<file path="src/rtl/vx_hpdcache_mem_req_arbiter.sv">
// Merges HPDcache read/write-address/write-data into one Vortex request stream
// and synthesises write acks locally. Option: VX_HPDC_RD_PRIO_EN (strict read priority).
module vx_hpdcache_mem_req_arbiter #(
  parameter int ADDR_WIDTH = 32,
  parameter int DATA_WIDTH = 512,
  parameter int ID_WIDTH   = 4,
  parameter int WACK_DEPTH = 4,
  localparam int BE_WIDTH  = DATA_WIDTH / 8
) (
  input  logic                  clk,
  input  logic                  reset_n,
  input  logic                  rd_req_valid,
  output logic                  rd_req_ready,
  input  logic [ADDR_WIDTH-1:0] rd_req_addr,
  input  logic [ID_WIDTH-1:0]   rd_req_id,
  input  logic                  wa_valid,
  output logic                  wa_ready,
  input  logic [ADDR_WIDTH-1:0] wa_addr,
  input  logic [ID_WIDTH-1:0]   wa_id,
  input  logic                  wd_valid,
  output logic                  wd_ready,
  input  logic [DATA_WIDTH-1:0] wd_data,
  input  logic [BE_WIDTH-1:0]   wd_be,
  output logic                  wr_rsp_valid,
  input  logic                  wr_rsp_ready,
  output logic [ID_WIDTH-1:0]   wr_rsp_id,
  output logic                  out_req_valid,
  input  logic                  out_req_ready,
  output logic                  out_req_rw,
  output logic [ADDR_WIDTH-1:0] out_req_addr,
  output logic [DATA_WIDTH-1:0] out_req_data,
  output logic [BE_WIDTH-1:0]   out_req_byteen,
  output logic [ID_WIDTH-1:0]   out_req_tag
);

  localparam int PW = $clog2(WACK_DEPTH);
  localparam int CW = PW + 1;
  localparam logic [CW:0] DEPTH_C = (CW+1)'(WACK_DEPTH);

  logic                  wa_vq, wa_vd;
  logic [ADDR_WIDTH-1:0] wa_addr_q, wa_addr_d;
  logic [ID_WIDTH-1:0]   wa_id_q, wa_id_d;
  logic                  wd_vq, wd_vd;
  logic [DATA_WIDTH-1:0] wd_data_q, wd_data_d;
  logic [BE_WIDTH-1:0]   wd_be_q, wd_be_d;

  logic                  out_vq, out_vd;
  logic                  out_rw_q, out_rw_d;
  logic [ADDR_WIDTH-1:0] out_addr_q, out_addr_d;
  logic [DATA_WIDTH-1:0] out_data_q, out_data_d;
  logic [BE_WIDTH-1:0]   out_be_q, out_be_d;
  logic [ID_WIDTH-1:0]   out_tag_q, out_tag_d;

  logic [ID_WIDTH-1:0]   ack_mem_q [WACK_DEPTH];
  logic [PW-1:0]         wptr_q, wptr_d;
  logic [PW-1:0]         rptr_q, rptr_d;
  logic [CW-1:0]         cnt_q, cnt_d;

  logic                  load_slot;
  logic                  rd_win;
  logic                  rd_load;
  logic                  wr_load;
  logic                  wr_cand;
  logic                  push;
  logic                  pop;
  logic [CW:0]           credits;

  assign load_slot = !out_vq || out_req_ready;
  assign credits   = {1'b0, cnt_q}
                   + {{CW{1'b0}}, out_vq && out_rw_q};
  assign wr_cand   = wa_vq && wd_vq && (credits < DEPTH_C);

`ifdef VX_HPDC_RD_PRIO_EN
  assign rd_win  = 1'b1;
  assign wr_load = load_slot && wr_cand && !rd_req_valid;
`else
  logic rr_q, rr_d;

  assign rd_win  = !(wr_cand && rr_q);
  assign wr_load = load_slot && wr_cand
                && (rr_q || !rd_req_valid);

  // rr_q=1 means the write class is favoured next
  always_comb begin
    rr_d = rr_q;
    if (rd_load) rr_d = 1'b1;
    if (wr_load) rr_d = 1'b0;
  end

  always_ff @(posedge clk) begin
    if (!reset_n) rr_q <= 1'b0;
    else          rr_q <= rr_d;
  end
`endif

  assign rd_req_ready = load_slot && rd_win;
  assign rd_load      = rd_req_valid && rd_req_ready;
  assign wa_ready     = !wa_vq || wr_load;
  assign wd_ready     = !wd_vq || wr_load;

  assign push         = out_vq && out_req_ready && out_rw_q;
  assign wr_rsp_valid = (cnt_q != '0);
  assign pop          = wr_rsp_valid && wr_rsp_ready;
  assign wr_rsp_id    = wr_rsp_valid ? ack_mem_q[rptr_q] : '0;

  assign out_req_valid  = out_vq;
  assign out_req_rw     = out_rw_q;
  assign out_req_addr   = out_addr_q;
  assign out_req_data   = out_data_q;
  assign out_req_byteen = out_be_q;
  assign out_req_tag    = out_tag_q;

  always_comb begin
    wa_vd     = wa_vq;
    wa_addr_d = wa_addr_q;
    wa_id_d   = wa_id_q;
    wd_vd     = wd_vq;
    wd_data_d = wd_data_q;
    wd_be_d   = wd_be_q;
    if (wr_load) begin
      wa_vd = 1'b0;
      wd_vd = 1'b0;
    end
    if (wa_valid && wa_ready) begin
      wa_vd     = 1'b1;
      wa_addr_d = wa_addr;
      wa_id_d   = wa_id;
    end
    if (wd_valid && wd_ready) begin
      wd_vd     = 1'b1;
      wd_data_d = wd_data;
      wd_be_d   = wd_be;
    end
  end

  always_comb begin
    out_vd     = out_vq;
    out_rw_d   = out_rw_q;
    out_addr_d = out_addr_q;
    out_data_d = out_data_q;
    out_be_d   = out_be_q;
    out_tag_d  = out_tag_q;
    if (load_slot) begin
      unique case (1'b1)
        rd_load: begin
          out_vd     = 1'b1;
          out_rw_d   = 1'b0;
          out_addr_d = rd_req_addr;
          out_data_d = '0;
          out_be_d   = '1;
          out_tag_d  = rd_req_id;
        end
        wr_load: begin
          out_vd     = 1'b1;
          out_rw_d   = 1'b1;
          out_addr_d = wa_addr_q;
          out_data_d = wd_data_q;
          out_be_d   = wd_be_q;
          out_tag_d  = wa_id_q;
        end
        default: out_vd = 1'b0;
      endcase
    end
  end

  always_comb begin
    wptr_d = wptr_q;
    rptr_d = rptr_q;
    cnt_d  = cnt_q;
    if (push) wptr_d = wptr_q + PW'(1);
    if (pop)  rptr_d = rptr_q + PW'(1);
    unique case ({push, pop})
      2'b10:   cnt_d = cnt_q + CW'(1);
      2'b01:   cnt_d = cnt_q - CW'(1);
      default: cnt_d = cnt_q;
    endcase
  end

  always_ff @(posedge clk) begin
    if (!reset_n) begin
      wa_vq      <= 1'b0;
      wa_addr_q  <= '0;
      wa_id_q    <= '0;
      wd_vq      <= 1'b0;
      wd_data_q  <= '0;
      wd_be_q    <= '0;
      out_vq     <= 1'b0;
      out_rw_q   <= 1'b0;
      out_addr_q <= '0;
      out_data_q <= '0;
      out_be_q   <= '0;
      out_tag_q  <= '0;
      wptr_q     <= '0;
      rptr_q     <= '0;
      cnt_q      <= '0;
    end else begin
      wa_vq      <= wa_vd;
      wa_addr_q  <= wa_addr_d;
      wa_id_q    <= wa_id_d;
      wd_vq      <= wd_vd;
      wd_data_q  <= wd_data_d;
      wd_be_q    <= wd_be_d;
      out_vq     <= out_vd;
      out_rw_q   <= out_rw_d;
      out_addr_q <= out_addr_d;
      out_data_q <= out_data_d;
      out_be_q   <= out_be_d;
      out_tag_q  <= out_tag_d;
      wptr_q     <= wptr_d;
      rptr_q     <= rptr_d;
      cnt_q      <= cnt_d;
    end
  end

  // Ack storage needs no reset; wr_rsp_id is gated by occupancy
  always_ff @(posedge clk) begin
    if (push) ack_mem_q[wptr_q] <= out_tag_q;
  end

endmodule

</file>
<file path="config.mk">
export PLATFORM = sky130hd
export DESIGN_NAME = vx_hpdcache_mem_req_arbiter
export DESIGN_NICKNAME = d
export VERILOG_FILES = /design/src/rtl/vx_hpdcache_mem_req_arbiter.sv
export SDC_FILE = /design/constraint.sdc
export NUM_CORES = 2
export LEC_CHECK = 0
export CAP_MARGIN = 10
export CORE_AREA = 2 2 493 495
export DETAILED_ROUTE_END_ITERATION = 6
export DIE_AREA = 0 0 495 497
export PLACE_DENSITY = 0.41
export SYNTH_ARGS = -nofsm -noshare
export SYNTH_HDL_FRONTEND = slang
export SYNTH_SLANG_ARGS = --single-unit
</file>
<file path="constraint.sdc">
create_clock -name clk -period 4.3 [get_ports clk]
set_input_delay 0.645 -clock clk [delete_from_list [all_inputs] [get_ports clk]]
set_output_delay 0.645 -clock clk [all_outputs]
set_load 0.05 [all_outputs]
</file>
==> results.py <==
metrics = {
    "flow_run": {
        "timing.max_cap.violations": 0,
    },
    "status": {
        "status": "finished, final reports clean",
    },
    "layout": {
        "final_cell_mix": "nand2_1 (1740), clkdlybuf4s50_1 (1273), dfxtp_1 (1238)",
        "area_growth_pct": 45.16,
        "fin_nets": 6551,
        "fill_cells": 25595,
        "final_common_cell": "nand2_1",
        "final_cells": 9216,
        "drive_above_1_share_pct": 5.970,
    },
    "route": {
        "drt-total-wl_mm": 191.3,
        "first_pass_iters": 5,
        "post_drt_wl_per_cell_um": 20.75,
        "dr.first_iter.drc_count": 1902,
        "ant_nets": 0,
        "vias_per_cell": 4.150,
        "route.detailed.drc": 0,
        "vias": 38249,
    },
    "critical_path": {
        "worst_setup_path_end_kind": "output port",
        "crit_family": "buffers and inverters",
        "critPathBufInv": 1,
        "critPathSlowestCell": "clkdlybuf4s50_1",
        "startpoint_type": "flip-flop",
        "required_ns": 3.65,
        "arrival_ns": 2.81,
        "slowest_delay_ns": 0.92,
        "path_max_fanout": 4,
        "crit_chain": "and3b_1 > and2_4 > a21oi_1 > clkdlybuf4s50_1",
        "criticalPathCategory": "reg -> out",
    },
    "grt": {
        "grt_max_degree": 121,
        "antenna_found_initial": 59,
        "grt_pass1_wl_mm": 271.4,
        "grt_pass1_vias": 38151,
        "grt_overflow": 0,
        "grt_use_total_pct": 14.78,
    },
    "placement": {
        "pre_cts_ws_ns": 0.9824,
        "hpwl_mm": 139.8,
        "globalplace.congestion": 0.7966,
        "place_inst": 8920,
        "portBuffers": 1276,
    },
    "floorplanning": {
        "core_area_um2": 240100,
        "ioPinCount": 1277,
        "fp.dieArea_um2": 246000,
        "row_count": 180,
        "start_util_pct": 19.02,
        "fp.dieW_um": 495,
        "die_y_um": 497,
    },
    "sta": {
        "layout_min_cycle_time_ns": 3.458,
        "period_share_pct": 80.42,
        "rsz0062_at_grt": "no",
        "tns_ns": 0,
        "relSlewSlack_pct": 38.02,
        "slew_violations": 0,
        "setup_violations": 0,
        "fmax_mhz": 289.2,
        "hold-worst-slack_ns": 0.4037,
        "final_hold_viol_count": 0,
        "worstMarginPinSlew_ns": 0.9296,
        "setup_ws_ns": 0.8419,
        "finClkSkew_ns": 0.05016,
    },
    "yosys": {
        "synth_edf_count": 16,
        "syn_area_per_cell_um2": 9.564,
        "synth_top_cell_by_area": "dfxtp_1",
        "async_reset_ff_share_pct": 0,
        "synth.cell_area_um2": 45660,
        "synth_fp_nets": 5435,
        "synth_area_leaders": "dfxtp_1 (54%), nand2_1 (14%), mux2i_1 (13%)",
        "synth.distinct_cells": 39,
        "postSynthCellCount": 4774,
        "yosysTopAreaCellShare_pct": 54.28,
        "synth-seq-area-share_pct": 55.33,
        "synth-seq-cells": 1254,
        "synthFlopType": "dfxtp_1",
        "synth_warnings": 0,
    },
    "clocking": {
        "h-tree-depth": 4,
        "cts_resized": 0,
        "cts_buffer_depth": 3,
        "postCtsSetupBuffers": 0,
        "hold_buffers": 0,
        "cts_tree": "done",
        "cts-buffers-inserted": 153,
        "cts_root_buf": "clkbuf_16",
        "clk_pin_slew_worst_paths_ns": 0.06,
        "cts.sinks": 1254,
        "clock_latency_ns": 0.79,
    },
    "power": {
        "ir_drop_mv": 0.2816,
        "internal_power_mw": 21.33,
        "power_mw": 28.86,
        "leakagePower_nw": 24.13,
        "p_seq_share_pct": 42.8,
        "clkPwrFrac_pct": 46.0,
        "cellPowerDensity_nw_per_um2": 435.4,
        "switching_power_mw": 7.526,
        "comb_power_share_pct": 11.2,
        "swShare_pct": 26.08,
    },
    "min_path": {
        "hp-class": "in -> reg",
    },
}
cells in the mapped netlist, types with 5 or more instances:
cell type	n
a21oi_1	41
and2_1	13
buf_12	50
buf_2	69
buf_4	8
buf_8	9
clkbuf_1	276
dfxtp_1	1238
edfxtp_1	16
ha_1	5
inv_1	43
mux2i_1	612
nand2_1	1740
nor2b_1	6
o221a_1	64
o221ai_1	36
o22ai_1	512
state kept, by name (all words and copies together) (netlist names), named ones only:
register	cells
out_req_tag	4
wa_id_q	4
out_req_valid	1
out_req_byteen	64
wa_addr_q	32
out_req_addr	32
out_req_data	512
out_req_rw	1
rr_q	1
ack_mem_q	16
cnt_q	3
wa_vq	1
wd_data_q	512
wptr_q	2
rptr_q	2
wd_vq	1
wd_be_q	64
worst reg2reg max path: stages (launching register included):
cell,delay [ns]
dfxtp_1,0.54
and3b_1,0.34
nand4_4,0.25
a21boi_4,0.30
buf_12,0.26
buf_4,0.66
mux2i_1,0.28
stage by stage:
step	util (%)	cell area (µm²)
after floorplan	-	45660
after global placement	25.42	61030
after detailed placement	25.42	61030
after CTS	27.59	66230
after global routing	27.59	66240
final	27.61	66280
cell families (layout without fill, tap and decap cells):
family	count (synthesis)	count (layout)	share of synthesized area (%)
simple gates	1772	1772	14.80
flops	1254	1254	55.33
compound gates	663	663	9.907
mux	616	616	13.61
buf+inv	458	1697	6.073
fa+ha+maj	6	6	0.1809
xor+xnor	5	5	0.09591
other cells	0	18	0
per-layer routing:
layer | track usage (%) | wire length [µm] | up-vias
met1 | 16.58 | 76170 | 18174
met3 | 6.932 | 19500 | 300
met2 | 25.05 | 90860 | 1158
met5 | 0 | 435 | -
li1 | - | - | 18553
met4 | 3.667 | 4311 | 64
path summary, 6_finish.rpt:
check | from | slack (ns) | end | depth (start not counted)
min reg2reg | out_req_addr[19] | 0.45 | out_req_addr[19] | 2
max | wa_vq | 0.84 | rd_req_ready | 4
min | wd_data[489] | 0.40 | wd_data_q[489] | 3
max reg2reg | wa_vq | 1.56 | wd_data_q[309] | 6
final cells by class:
| cell class | instances | area, µm² | share of cell area [%] |
|---|---|---|---|
| clock inverter | 61 | 805.8 | 1.216 |
| inverter | 43 | 161.4 | 0.2435 |
| antenna | 18 | 45.04 | 0.06796 |
| timing repair buffer | 1376 | 13960 | 21.06 |
| multi-input combinational | 3062 | 17650 | 26.64 |
| sequential | 1254 | 25260 | 38.12 |
| clock buffer | 217 | 4402 | 6.641 |
| tap | 3185 | 3985 | 6.013 |
power groups by stage:
stage	logic, mW	registers (mW)	clock network, mW
final	3.22	12.3	13.3
after global routing	3.45	12.4	14.2
after detailed placement	3.27	12.6	0
after CTS	3.28	12.3	13.8
after global placement	3.26	12.6	0
after floorplan	1.51	13.0	0
No activity file was read; power rests on OpenSTA's default activity.
